**src/rtl/adder_pkg.sv**
```systemverilog
// Shared definitions for the bit-serial adder: FSM state encoding and default width.
package adder_pkg;

    localparam int DEFAULT_WIDTH = 8;

    typedef enum logic [1:0] {
        IDLE = 2'd0,
        RUN  = 2'd1,
        DONE = 2'd2
    } state_t;

endpackage

```
**src/rtl/serial_fa_bit.sv**
```systemverilog
// One-bit full-adder cell producing sum, propagate and carry-out.
module serial_fa_bit (
    input  logic a,
    input  logic b,
    input  logic c,
    output logic s,
    output logic p,
    output logic cout
);

    assign p    = a ^ b;
    assign s    = p ^ c;
    assign cout = (a & b) | (a & c) | (b & c);

endmodule

```
**src/rtl/serial_adder_ctrl.sv**
```systemverilog
// Bit-serial adder sequencer: feeds one full-adder cell LSB-first, one bit per clock,
// and presents sum, carry-out, group propagate and signed overflow on a held output port.
module serial_adder_ctrl
    import adder_pkg::*;
#(
    parameter int WIDTH = DEFAULT_WIDTH
) (
    input  logic             clk,
    input  logic             rst_n,
    input  logic             in_valid,
    output logic             in_ready,
    input  logic [WIDTH-1:0] a,
    input  logic [WIDTH-1:0] b,
    input  logic             cin,
    output logic             out_valid,
    input  logic             out_ready,
    output logic [WIDTH-1:0] sum,
    output logic             cout,
    output logic             all_prop,
    output logic             overflow
);

    localparam int             CW   = (WIDTH > 1) ? $clog2(WIDTH) : 1;
    localparam logic [CW-1:0]  LAST = CW'(WIDTH - 1);

    state_t           state, state_nxt;
    logic [WIDTH-1:0] a_sh, b_sh;
    logic [WIDTH-2:0] sum_sh;
    logic [CW-1:0]    cnt;
    logic             carry_r, prop_r;
    logic [WIDTH-1:0] sum_r;
    logic             cout_r, all_prop_r, ovf_r;
    logic             cell_s, cell_p, cell_c;
    logic             last_bit;

    serial_fa_bit u_cell (
        .a    (a_sh[0]),
        .b    (b_sh[0]),
        .c    (carry_r),
        .s    (cell_s),
        .p    (cell_p),
        .cout (cell_c)
    );

    assign last_bit = (cnt == LAST);

    // NOTE: sequential state uses non-blocking assignments so every register samples pre-edge values.
    always_ff @(posedge clk) begin
        if (!rst_n) state <= IDLE;
        else        state <= state_nxt;
    end

    // NOTE: every output of this block gets a default first, so no path can infer a latch.
    always_comb begin
        state_nxt = state;
        in_ready  = 1'b0;
        out_valid = 1'b0;
        case (state)
            IDLE: begin
                in_ready = 1'b1;
                if (in_valid) state_nxt = RUN;
            end
            RUN: begin
                if (last_bit) state_nxt = DONE;
            end
            DONE: begin
                out_valid = 1'b1;
                if (out_ready) state_nxt = IDLE;
            end
            default: state_nxt = IDLE;
        endcase
    end

    // Sum bits collect in a working shift register; the visible result only changes on the final bit.
    always_ff @(posedge clk) begin
        if (!rst_n) begin
            a_sh       <= '0;
            b_sh       <= '0;
            sum_sh     <= '0;
            cnt        <= '0;
            carry_r    <= 1'b0;
            prop_r     <= 1'b0;
            sum_r      <= '0;
            cout_r     <= 1'b0;
            all_prop_r <= 1'b0;
            ovf_r      <= 1'b0;
        end else begin
            case (state)
                IDLE: begin
                    if (in_valid) begin
                        a_sh    <= a;
                        b_sh    <= b;
                        carry_r <= cin;
                        prop_r  <= 1'b1;
                        cnt     <= '0;
                    end
                end
                RUN: begin
                    a_sh    <= a_sh >> 1;
                    b_sh    <= b_sh >> 1;
                    sum_sh  <= (WIDTH-1)'({cell_s, sum_sh} >> 1);
                    carry_r <= cell_c;
                    prop_r  <= prop_r & cell_p;
                    cnt     <= cnt + CW'(1);
                    if (last_bit) begin
                        sum_r      <= {cell_s, sum_sh};
                        cout_r     <= cell_c;
                        all_prop_r <= prop_r & cell_p;
                        // carry_r is the carry into the MSB on this cycle
                        ovf_r      <= carry_r ^ cell_c;
                    end
                end
                default: ;
            endcase
        end
    end

    assign sum      = sum_r;
    assign cout     = cout_r;
    assign all_prop = all_prop_r;
    assign overflow = ovf_r;

endmodule

```
**config.mk**
```make
export PLATFORM = sky130hd
export DESIGN_NAME = serial_adder_ctrl
export DESIGN_NICKNAME = d
export VERILOG_FILES = /design/src/rtl/adder_pkg.sv /design/src/rtl/serial_fa_bit.sv /design/src/rtl/serial_adder_ctrl.sv
export SDC_FILE = /design/constraint.sdc
export NUM_CORES = 1
export LEC_CHECK = 0
export ABC_CLOCK_PERIOD_IN_PS = 1390
export BUFFER_PORTS_ARGS = -buffer_cell sky130_fd_sc_hd__buf_2
export CAP_MARGIN = 20
export CORE_MARGIN = 4
export CORE_UTILIZATION = 48
export CTS_CLUSTER_SIZE = 14
export DETAILED_ROUTE_END_ITERATION = 6
export HOLD_SLACK_MARGIN = 0.12
export PLACE_DENSITY = 0.74
export SLEW_MARGIN = 20
export SYNTH_ARGS = -nofsm -noshare
export SYNTH_HDL_FRONTEND = slang
export SYNTH_SLANG_ARGS = --single-unit
```
**constraint.sdc**
```tcl
create_clock -name clk -period 1.39 [get_ports clk]
set_input_delay 0.278 -clock clk [delete_from_list [all_inputs] [get_ports clk]]
set_output_delay 0.278 -clock clk [all_outputs]
set_load 0.05 [all_outputs]
```
==> results.cfg <==
[timing]
setup_ws_ns = -0.0257
fmax_ghz = 0.706
setup_violations = 2
finalCritPeriodShare_pct = 102
hold_viol = 0
tightest_slew_ns = 0.342
rsz0062_at_grt = yes
clock_skew_ns = 0.0126
period_minus_slack_ns = 1.42
final_max_slew_viol_count = 0
maxSlewHeadroom_pct = 77.2

[clock_network]
cts_sinks = 41
numCtsBuffers = 5
clk_path_buf_depth = 2
hold_buffers = 0
cts_tree = yes
clock_latency_ns = 0.35
ctsHtreeMaxLevel = 2
clk_pin_slew_ns = 0.12
clock-root-buffer = clkbuf_4

[setup_path]
required_ns = 1.11
cp-end-kind = primary output
critPathArrivalTime_ns = 1.14
start_kind = flop
worstPathMaxFanout = 3
crit_path_start = state[0]
r2r-start = carry_r
critPathKind = reg -> out

[detailed_routing]
routedWlPerCell_microns = 13.5
vias = 1493
wirelength_mm = 3.83
via_per_inst = 5.26
dr.pass1.iters = 4
drc = 0
drtAntennaViolNets = 0
drtIter0Drc = 96

[placement]
dp_cells = 269
port-buffer-count = 33
place_ws_ns = 0.0286
place_hpwl_mm = 2.53
gp_congestion = 0.747

[synth]
seq_area_frac_synth_pct = 47.1
synth-edff-count = 0
synthXorXnorAreaFrac_pct = 0.503
synth_top_family_by_area = simple AND/OR/NAND/NOR gates
syn_area_per_cell_sq_um = 9.02
synth_mux_area_share_pct = 8.62
syn-num-nets = 218
yosys_warnings = 0
yosys.area_share.adder_pct = 3.30
synthSimpleGateAreaFrac_pct = 18.1
async_reset_ff_share_pct = 0
ys_ff_latch = 41
synth-compound-area-share_pct = 18.0
synth_area_sq_um = 1740
syn_inst = 193
yosysUniqueCellTypes = 27
synthFlopType = dfxtp_1

[cells_and_area]
diodes = 0
final_cells = 284
layout-drive-gt1-share_pct = 29.4
multi_input_area_sq_um = 867
regArea_sq_um = 830
fillCellCount = 296
syn_to_final_growth_pct = 27.2
utilization_pct = 64.8
layout.nets = 262

[flow_run]
max-cap-violations = 0

[global_routing]
grt_pass1_vias = 1386
busiest_layer = met2
use_met3_pct = 5.25
grt_max_degree = 55
grt_use_met2_pct = 26.4
grt_pass1_wl_mm = 6.19
gr-total-overflow = 0
antenna_found_initial = 0
grt_use_total_pct = 17.6
grtUsageMet1_pct = 24.4

[floorplan]
core_sq_um = 3420
die_area_sq_um = 4660
floorplan.initialDensity_pct = 51.0
die_w_microns = 68.2
ios = 34
core.rowCount = 21
die_h_microns = 68.2

[hold_path]
hold_class = in -> reg
hold_path.startpoint = b[3]

[pwr]
p_seq_share_pct = 53.8
p_sw_share_pct = 23.6
vdd.ir_drop.worst_mv = 0.605
clkPwrFrac_pct = 34.8
switching_power_uw = 548
pwr-share-comb_pct = 11.5
p_leak_nw = 0.958
p_int_mw = 1.78
power_density_nw_per_um2 = 1050

[run_status]
status = finished with violations
violations = negative setup slack
[cell usage in the layout, fill, tap and decap left out, types with 2 or more instances in the layout]
cell and count:
dfxtp_4 2, a21boi_0 7, o211ai_1 15, nand3_1 24
nor2_1 2, clkbuf_4 5, nand3b_1 2, ha_2 2
nor2b_1 3, buf_8 2, mux2i_1 15, o21ai_1 10
dfxtp_1 38, a21boi_1 2, nand2_1 28, buf_12 2
buf_2 31, o21ai_0 12, buf_6 3, buf_4 15
[cell usage after synthesis, types with 2 or more instances]
cell type  number  area (sq um)
mux2i_1        15           150
clkbuf_1        9          33.8
buf_1           2          7.51
dfxtp_1        41           821
o21ai_0        12          60.1
nand3_1        24           120
nor2_1          3          11.3
buf_2           3          15.0
nor2b_1         4          25.0
o211ai_1       15           113
ha_1            3          37.5
o21ai_1        10          50.1
a21boi_0        9          67.6
buf_4           2          15.0
nand3b_1        2          15.0
nand2_1        28           105
[final timing paths]
| kind | to | slack (ns) | cells after the start |
|---|---|---|---|
| worst max-delay path | out_valid | -0.03 | 3 |
| worst min register to register | sum[3] | 0.46 | 2 |
| worst max register to register | overflow | 0.06 | 4 |
| worst min-delay path | b_sh[3] | 0.18 | 3 |
[final cells by class]
type                    count  area share (%)
multi-input cells         135            39.2
inverters                   1           0.169
clock inverters             1            1.36
flip-flops and latches     41            37.5
well taps                  46            2.60
repair buffers             53            16.8
clock buffers               7            2.49
[routing by layer]
metal / routed length (microns) / part of all wire (%)
met5: 0 / 0
met4: 42 / 1.1
met3: 189 / 4.9
met2: 1740 / 45
met1: 1860 / 48
[state kept, by name (all words and copies together), names as in the netlist]
register / count
a_sh: 8
sum: 8
cout: 1
prop_r: 1
sum_sh: 7
b_sh: 8
cnt: 3
carry_r: 1
all_prop: 1
overflow: 1
state: 2
[logic make-up after synthesis]
group	count (synthesis)
AND/OR/NAND/NOR	66
AO/OA/AOI/OAI	49
flip-flops	41
buffers and inverters	17
multiplexers	15
adder cells (fa/ha/maj)	4
XOR/XNOR	1
[what timing repair did]
action,in CTS,in global routing
pin swaps,0,1
resized for setup,14,10
endpoints found under the setup margin,2,12
setup buffers,5,2
[through the flow]
| step | hold slack, ns | setup TNS (ns) | power, mW | instance area, sq um |
|---|---|---|---|---|
| floorplan | 0.434 | -0.0386 | 1.43 | 1750 |
| global route | 0.174 | -0.117 | 2.42 | 2210 |
| global placement | 0.436 | 0 | 1.51 | 2010 |
| CTS | 0.168 | -0.0588 | 2.34 | 2180 |
| finish | 0.183 | -0.0269 | 2.32 | 2210 |
| detailed placement | 0.443 | 0 | 1.51 | 2010 |
[power by group through the flow]
| stage | Clock (mW) | Sequential (mW) | Combinational [mW] |
|---|---|---|---|
| after CTS | 0.825 | 1.25 | 0.264 |
| after detailed placement | 0 | 1.28 | 0.238 |
| after floorplan | 0 | 1.27 | 0.162 |
| after global routing | 0.871 | 1.26 | 0.289 |
| after global placement | 0 | 1.28 | 0.233 |
| final | 0.808 | 1.25 | 0.266 |
[critical path, cell delays in order, from the launching register on]
cell and delay [ns]:
dfxtp_4 0.38, buf_6 0.12, nor2b_4 0.13, buf_8 0.15
Power figures use the tool's default switching activity.
